$ cat config.mk
export PLATFORM = sky130hd
export DESIGN_NAME = laser_ctrl
export DESIGN_NICKNAME = d
export VERILOG_FILES = /design/src/rtl/laser_ctrl.sv
export SDC_FILE = /design/constraint.sdc
export NUM_CORES = 1
export LEC_CHECK = 0
export CORE_ASPECT_RATIO = 0.5
export CORE_MARGIN = 4
export CORE_UTILIZATION = 30
export CTS_BUF_LIST = sky130_fd_sc_hd__clkbuf_4
export CTS_CLUSTER_SIZE = 20
export DETAILED_ROUTE_END_ITERATION = 7
export GPL_TIMING_DRIVEN = 0
export PLACE_DENSITY_LB_ADDON = 0.25
export RECOVER_POWER = 25
export SKIP_CTS_REPAIR_TIMING = 1
export SYNTH_ARGS = -nofsm -noshare
export SYNTH_HDL_FRONTEND = slang
export SYNTH_SLANG_ARGS = --single-unit
$ cat constraint.sdc
create_clock -name clk -period 2.2 [get_ports clk]
set_clock_uncertainty 0.05 [all_clocks]
set_input_delay 0.44 -clock clk [delete_from_list [all_inputs] [get_ports clk]]
set_output_delay 0.44 -clock clk [all_outputs]
set_load 0.03 [all_outputs]
$ cat src/rtl/laser_ctrl.sv
// Laser shot controller: captures target on a fire trigger, holds the beam for
// FIRE_FRAMES frames, then locks out for COOLDOWN_FRAMES frames. Macro LASER_AUTOFIRE_EN.
module laser_ctrl #(
  parameter int unsigned FIRE_FRAMES     = 8,
  parameter int unsigned COOLDOWN_FRAMES = 16,
  parameter int unsigned R_MAX           = 15
) (
  input  logic       clk,
  input  logic       rst_n,
  input  logic       frame_tick,
  input  logic       fire,
  input  logic [1:0] player_quadrant,
  input  logic [3:0] target_r,
  input  logic       target_valid,
  output logic       laser_active,
  output logic [3:0] laser_r,
  output logic [1:0] laser_quadrant,
  output logic       hit_pulse,
  output logic       busy
);

  typedef enum logic [1:0] {
    S_IDLE     = 2'd0,
    S_FIRING   = 2'd1,
    S_COOLDOWN = 2'd2
  } state_t;

  localparam logic [7:0] FIRE_LAST = 8'(FIRE_FRAMES - 1);
  localparam logic [7:0] COOL_LAST = 8'(COOLDOWN_FRAMES - 1);
  localparam logic [3:0] R_NONE    = 4'(R_MAX);

  state_t     r_state;
  logic [7:0] r_cnt;
  logic       r_fire_q;
  logic       r_armed;
  logic       r_active;
  logic       r_busy;
  logic       r_hit;
  logic [3:0] r_laser_r;
  logic [1:0] r_quad;
  logic       w_trigger;

  // r_armed blocks a button that was already held when reset was released.
`ifdef LASER_AUTOFIRE_EN
  assign w_trigger = fire | (r_fire_q & r_armed & 1'b0);
`else
  assign w_trigger = fire & ~r_fire_q & r_armed;
`endif

  // Shot sequencing FSM with registered outputs.
  always_ff @(posedge clk or negedge rst_n) begin
    if (!rst_n) begin
      r_state   <= S_IDLE;
      r_cnt     <= 8'd0;
      r_fire_q  <= 1'b0;
      r_armed   <= 1'b0;
      r_active  <= 1'b0;
      r_busy    <= 1'b0;
      r_hit     <= 1'b0;
      r_laser_r <= 4'd0;
      r_quad    <= 2'd0;
    end else begin
      r_fire_q <= fire;
      r_armed  <= r_armed | ~fire;
      r_hit    <= 1'b0;
      case (r_state)
        S_IDLE: begin
          if (w_trigger) begin
            r_state   <= S_FIRING;
            r_cnt     <= 8'd0;
            r_active  <= 1'b1;
            r_busy    <= 1'b1;
            r_hit     <= target_valid;
            r_laser_r <= target_valid ? target_r : R_NONE;
            r_quad    <= player_quadrant;
          end else begin
            r_cnt <= 8'd0;
          end
        end
        S_FIRING: begin
          if (frame_tick) begin
            if (r_cnt == FIRE_LAST) begin
              r_state  <= S_COOLDOWN;
              r_cnt    <= 8'd0;
              r_active <= 1'b0;
            end else begin
              r_cnt <= r_cnt + 8'd1;
            end
          end else begin
            r_cnt <= r_cnt;
          end
        end
        S_COOLDOWN: begin
          if (frame_tick) begin
            if (r_cnt == COOL_LAST) begin
              r_state <= S_IDLE;
              r_cnt   <= 8'd0;
              r_busy  <= 1'b0;
            end else begin
              r_cnt <= r_cnt + 8'd1;
            end
          end else begin
            r_cnt <= r_cnt;
          end
        end
        default: begin
          r_state  <= S_IDLE;
          r_cnt    <= 8'd0;
          r_active <= 1'b0;
          r_busy   <= 1'b0;
        end
      endcase
    end
  end

  assign laser_active   = r_active;
  assign busy           = r_busy;
  assign hit_pulse      = r_hit;
  assign laser_r        = r_laser_r;
  assign laser_quadrant = r_quad;

endmodule

==> results.md, run 1 <==
## Yosys
• **top cells by area in the synthesized netlist** sky130_fd_sc_hd__dfrtp_1 (47%), sky130_fd_sc_hd__ha_1 (4.5%), sky130_fd_sc_hd__o21ai_0 (4.0%), sky130_fd_sc_hd__nor2_1 (3.7%), sky130_fd_sc_hd__a21oi_1 (3.6%)
• **most repeated cell in the gate-level netlist after synthesis** sky130_fd_sc_hd__dfrtp_1
• **post-synthesis sequential area ratio** 0.469
• **post-synthesis net count** 130
• **top cell type by total area after synthesis** sky130_fd_sc_hd__dfrtp_1
• **most frequent cells after synthesis** sky130_fd_sc_hd__dfrtp_1 (21), sky130_fd_sc_hd__nor2_1 (11), sky130_fd_sc_hd__nand2_1 (10)
• **number of flops mapped to enable cells by yosys** 0
• **share of async-settable or async-resettable flops after synthesis** 1.00
• **mapped cell area** 1120 µm²
• **top-area cell type share of the netlist area** 0.469
• **register bit count reported by yosys** 21
• **mean area per synthesized cell** 9.75 µm²
• **number of synthesis warnings** 0
• **flip-flop cell with the highest count after synthesis** sky130_fd_sc_hd__dfrtp_1
• **post-synthesis instance total** 115
• **library cells used by synthesis** 37

## Die
• **Initial Util** 0.319
• **die boundary width** 94.5 µm
• **height of the die** 51.2 µm
• **number of cell rows** 15
• **io pins** 20
• **core region area** 3510 µm²
• **Die ar.** 4840 µm²

## Worst setup path
• **start-to-end type of the worst setup path** register to register
• **largest stage delay on the critical path** 0.39 ns
• **CP required** 2.37 ns
• **slowest cell on the critical path** sky130_fd_sc_hd__dfrtp_1
• **worst reg2reg path startpoint** r_state[0]
• **biggest fanout along the worst timing path** 10
• **count of buffering cells on the critical path with inverters included** 2
• **startpoint kind of the worst setup timing path** register
• **worst r2r dst** r_cnt[7]
• **critical path cell sequence** inv_1 -> ha_1 -> clkbuf_1 -> or2_2 -> o221ai_2 -> o21ai_1 -> a21o_1
• **crit path DAT** 2.13 ns
• **Setup crit end** r_cnt[7]
• **slack of the worst reg-to-reg path** 0.25 ns
• **CP delay by family, top** compound AO/OA/AOI/OAI gates
• **number of cells on the worst reg-to-reg path** 7
• **Worst setup startpoint** r_state[0]
• **endpoint kind of the worst setup timing path** register
• **number of cells on the critical path** 7

## CTS
• **cts bufs inserted** 3
• **library cell used as clock root buffer** sky130_fd_sc_hd__clkbuf_4
• **number of clock sinks** 21
• **clock transition at the register clock pins on the worst setup and hold paths after CTS** 0.13 ns
• **CTS max path bufs** 2
• **clock latency reported for the late side of the worst-skew pair** 0.31 ns
• **CTS tree** built
• **H-Tree Level Count** 1

## Pwr
• **net switching fraction of the power** 0.427
• **cell internal pwr** 1000 µW
• **Clock Power Share** 0.113
• **Final Total Pwr** 1750 µW
• **net switching power of the design** 749 µW
• **Peak supply drop** 546 µV
• **Comb pwr share** 0.510
• **Flop pwr share** 0.377
• **power density over cell area** 1250 nW/µm²
• **static leakage** 0.000623 µW

## Route
• **Remaining DRCs** 0
• **Total Routed Length** 2.20 mm
• **DRT antenna net count** 0
• **starting DRC count in detailed routing** 42
• **number of vias after detailed routing** 867
• **first-pass iteration count of the detailed router** 4
• **vias per cell** 4.61
• **routed wire length per instance** 11.7 µm

## GRT
• **GR Layer Usage met3** 0.0382
• **Congestion Overflow GR** 0
• **first-pass GRT wire length** 4.00 mm
• **largest net degree at the start of global routing** 22
• **Total Routing Usage GR** 0.107
• **antenna violations before repair** 0
• **via count of the first global-routing pass** 905
• **met2 usage in global routing** 0.169
• **met1 routing resource usage after global routing** 0.140
• **global routing's busiest layer** met2

## Placement
• **final weighted congestion in routability-driven placement** 0.769
• **buffers added on ports** 19
• **sum of net half-perimeters after detailed placement** 1.69 mm
• **Placement Cell Area** 1380 µm²
• **total placed cells including tap cells** 185

## Final layout
• **n_diodes** 0
• **fraction of layout cells with a size suffix above 1** 0.117
• **post-route cell area** 1400 µm²
• **area overhead of the layout relative to synthesis** 25.0%
• **non-filler cells in the finished layout** 188
• **Final nets** 153
• **multi-input logic area** 561 µm²
• **sequential cell area** 526 µm²
• **filler cell count in the final layout** 357

## Timing
• **pin slew with the least headroom to its limit** 0.962 ns
• **setup repair after global routing missed its margin** no
• **headroom to the max-slew limit** 0.357
• **final setup fails** 0
• **maximum operating frequency** 512 MHz
• **final number of hold-violating endpoints** 0
• **number of max-slew violations in the final report** 0
• **Period Utilization, post-route** 0.888
• **Worst Hold Margin** 0.452 ns
• **final critical delay including setup and external delays** 1.95 ns

## Flow run
• **max-cap violation count** 0

## Outcome
• **run status** completed

## Min path
• **type of the tightest min-delay check** register to register

[per-stage QoR]
| step | setup WS [ns] | utilization | TNS (ns) |
|---|---|---|---|
| after floorplan | 0.451 | - | 0 |
| after global placement | 0.0178 | 0.392 | 0 |
| after detailed placement | -0.0454 | 0.392 | -0.0454 |
| after CTS | 0.157 | 0.400 | 0 |
| after global routing | 0.0855 | 0.399 | 0 |
| final | 0.246 | 0.399 | 0 |
[worst min-delay path: stages, from the launching register on]
cell                      delay (ns)
sky130_fd_sc_hd__dfrtp_1        0.37
sky130_fd_sc_hd__nand2_1        0.05
sky130_fd_sc_hd__o21ai_0        0.06
[worst min-delay path by stage]
stage                          start  depth (start not counted)    endpoint
after floorplan                rst_n                          0        busy
after global placement    laser_r[3]                          2  laser_r[3]
after detailed placement  laser_r[3]                          2  laser_r[3]
after CTS                 laser_r[3]                          2  laser_r[3]
after global routing         r_armed                          1     r_armed
final                     laser_r[3]                          2  laser_r[3]
[routing by layer]
metal,part of all wire,vias up
met3,0.056,2
met2,0.44,19
li1,-,450
met1,0.50,396
met4,0.0086,0
met5,0,-
[cell usage in the layout (no fill, tap or decap), types with 3 or more instances in the layout]
cell and n:
sky130_fd_sc_hd__inv_1 5, sky130_fd_sc_hd__o21ai_0 9, sky130_fd_sc_hd__nor2_1 11, sky130_fd_sc_hd__nand2_1 10, sky130_fd_sc_hd__nand2b_1 6, sky130_fd_sc_hd__clkbuf_4 3, sky130_fd_sc_hd__ha_1 4, sky130_fd_sc_hd__clkdlybuf4s50_1 17
sky130_fd_sc_hd__dfrtp_1 21, sky130_fd_sc_hd__nand3_1 4, sky130_fd_sc_hd__a21oi_1 8
[cell type report]
| cell class | instances | area share |
|---|---|---|
| clock buffers | 3 | 0.0161 |
| flip-flops and latches | 21 | 0.375 |
| plain buffers | 3 | 0.00893 |
| clock inverters | 1 | 0.00536 |
| inverters | 5 | 0.0134 |
| multi-input cells | 85 | 0.400 |
| repair buffers | 19 | 0.136 |
| well taps | 51 | 0.0455 |
[cells by family after synthesis]
kind of cell	after synthesis	synth area share
buffers and inverters	9	0.0312
DFF	21	0.469
and+or+nand+nor	45	0.231
muxes	3	0.0290
adders and majority gates	4	0.0446
AOI/OAI and AO/OA	33	0.195
[registers in the layout, summed over array words and instances (netlist names)]
| signal | cells |
|---|---|
| laser_active | 1 |
| hit_pulse | 1 |
| r_armed | 1 |
| r_cnt | 8 |
| laser_r | 4 |
| r_state | 2 |
| r_fire_q | 1 |
| busy | 1 |
| laser_quadrant | 2 |
[power by group through the flow]
stage	combinational [µW]	clock (µW)	sequential, µW
after floorplan	512	0	776
after global placement	896	0	667
after detailed placement	909	0	672
after CTS	909	216	666
after global routing	1010	228	691
final	894	198	661
(Power assumes the default switching activity.)
==> run 2: changes to the inputs <==
- CORE_ASPECT_RATIO: 0.5 -> not set
- CORE_UTILIZATION: 30 -> 53
- SLEW_MARGIN: not set -> 40
==> results.md, run 2 (synthesis results as in run 1) <==
## Pwr
• **Peak supply drop** 863 µV
• **power density over cell area** 1290 nW/µm²
• **static leakage** 0.000625 µW

## Die
• **height of the die** 54.0 µm
• **Die ar.** 2910 µm²
• **io pins** 20
• **Initial Util** 0.566
• **die boundary width** 54.0 µm
• **number of cell rows** 16
• **core region area** 1980 µm²

## Placement
• **final weighted congestion in routability-driven placement** 0.789
• **sum of net half-perimeters after detailed placement** 1.72 mm
• **Placement Cell Area** 1340 µm²
• **total placed cells including tap cells** 161
• **buffers added on ports** 19

## Worst setup path
• **worst reg2reg path startpoint** r_state[0]
• **endpoint kind of the worst setup timing path** register
• **crit path DAT** 2.16 ns
• **startpoint kind of the worst setup timing path** register
• **number of cells on the worst reg-to-reg path** 7
• **Setup crit end** r_cnt[3]
• **slack of the worst reg-to-reg path** 0.19 ns
• **Worst setup startpoint** r_state[0]
• **biggest fanout along the worst timing path** 10
• **worst r2r dst** r_cnt[3]
• **start-to-end type of the worst setup path** register to register
• **CP required** 2.35 ns

## GRT
• **Total Routing Usage GR** 0.183
• **first-pass GRT wire length** 3.82 mm
• **Congestion Overflow GR** 0
• **via count of the first global-routing pass** 872
• **largest net degree at the start of global routing** 22
• **antenna violations before repair** 0

## CTS
• **number of clock sinks** 21
• **clock latency reported for the late side of the worst-skew pair** 0.31 ns
• **CTS tree** built
• **clock transition at the register clock pins on the worst setup and hold paths after CTS** 0.12 ns
• **library cell used as clock root buffer** sky130_fd_sc_hd__clkbuf_4
• **H-Tree Level Count** 1
• **CTS max path bufs** 2
• **cts bufs inserted** 3

## Final layout
• **most frequent cells in the layout** sky130_fd_sc_hd__dfrtp_1 (21), sky130_fd_sc_hd__clkdlybuf4s50_1 (18), sky130_fd_sc_hd__nor2_1 (11), sky130_fd_sc_hd__nand2_1 (10), sky130_fd_sc_hd__o21ai_0 (9)
• **most common library cell in the layout ignoring fill and taps** sky130_fd_sc_hd__dfrtp_1
• **area overhead of the layout relative to synthesis** 21.9%
• **register with the most flip-flops** r_cnt
• **Largest register FFs** 8
• **post-route cell area** 1370 µm²
• **Final nets** 154
• **n_diodes** 0
• **filler cell count in the final layout** 151
• **core utilization of the finished layout** 0.689
• **fraction of layout cells with a size suffix above 1** 0.116
• **non-filler cells in the finished layout** 165

## Outcome
• **run status** completed

## Min path
• **type of the tightest min-delay check** primary input to asynchronous set/reset pin

## Timing
• **Worst Hold Margin** 0.249 ns
• **pin slew with the least headroom to its limit** 1.10 ns
• **final critical delay including setup and external delays** 2.01 ns
• **headroom to the max-slew limit** 0.264
• **maximum operating frequency** 498 MHz
• **Sum Neg Setup Slack** 0 ns
• **setup repair after global routing missed its margin** no
• **final number of hold-violating endpoints** 0
• **Period Utilization, post-route** 0.913
• **number of max-slew violations in the final report** 0
• **final setup fails** 0

## Route
• **DRT antenna net count** 0
• **Total Routed Length** 2.23 mm
• **first-pass iteration count of the detailed router** 5
• **Remaining DRCs** 0
• **vias per cell** 5.56
• **starting DRC count in detailed routing** 22
• **number of vias after detailed routing** 917
• **routed wire length per instance** 13.5 µm

## Flow run
• **max-cap violation count** 0

[run 2: changes by cell type in the layout (fill, tap and decap cells not counted), sizes merged]
cell | previous run | this run
clkbuf | 5 | 7
dlygate4sd3 | 2 | 0
clkdlybuf4s50 | 17 | 18
clkinv | 0 | 1
clkinvlp | 1 | 0
[run 2: cell type report]
cell class	instances	area [µm²]	share of cell area
plain buffers	4	16.3	0.0119
clock inverters	1	5.00	0.00366
flip-flops and latches	21	526	0.385
well taps	27	33.8	0.0247
clock buffers	3	22.5	0.0165
repair buffers	19	184	0.135
multi-input cells	85	561	0.410
inverters	5	18.8	0.0137
[run 2: layer usage]
layer	wire length, µm	share of wire	track usage
met3	108	0.048	0.0305
met4	28	0.013	0.0871
met5	0	0	0
met2	1100	0.49	0.306
met1	994	0.45	0.228
[run 2: worst min path at each step]
stage / start / end
floorplan: rst_n / busy
global placement: laser_r[3] / laser_r[3]
detailed placement: rst_n / laser_active
CTS: rst_n / laser_active
global route: rst_n / laser_active
finish: rst_n / r_fire_q
[run 2: report_power, final]
| part | total, µW | switching [µW] | internal [µW] |
|---|---|---|---|
| combinational | 904 | 496 | 407 |
| clock | 189 | 121 | 68.0 |
| sequential | 665 | 135 | 530 |
[run 2: per-stage QoR]
step,power [µW],worst slack [ns]
after floorplan,1290,0.451
after global placement,1540,0.0674
after global routing,1900,0.0200
after detailed placement,1580,0.0259
after CTS,1770,0.204
final,1760,0.191
[run 2: worst max-delay path: stages, from the launching register on]
cell and delay, ns:
sky130_fd_sc_hd__dfrtp_1 0.40, sky130_fd_sc_hd__inv_1 0.08, sky130_fd_sc_hd__ha_1 0.22, sky130_fd_sc_hd__clkbuf_1 0.20, sky130_fd_sc_hd__or2_2 0.32, sky130_fd_sc_hd__o221ai_2 0.30
sky130_fd_sc_hd__nand2b_1 0.24, sky130_fd_sc_hd__o2bb2ai_1 0.10
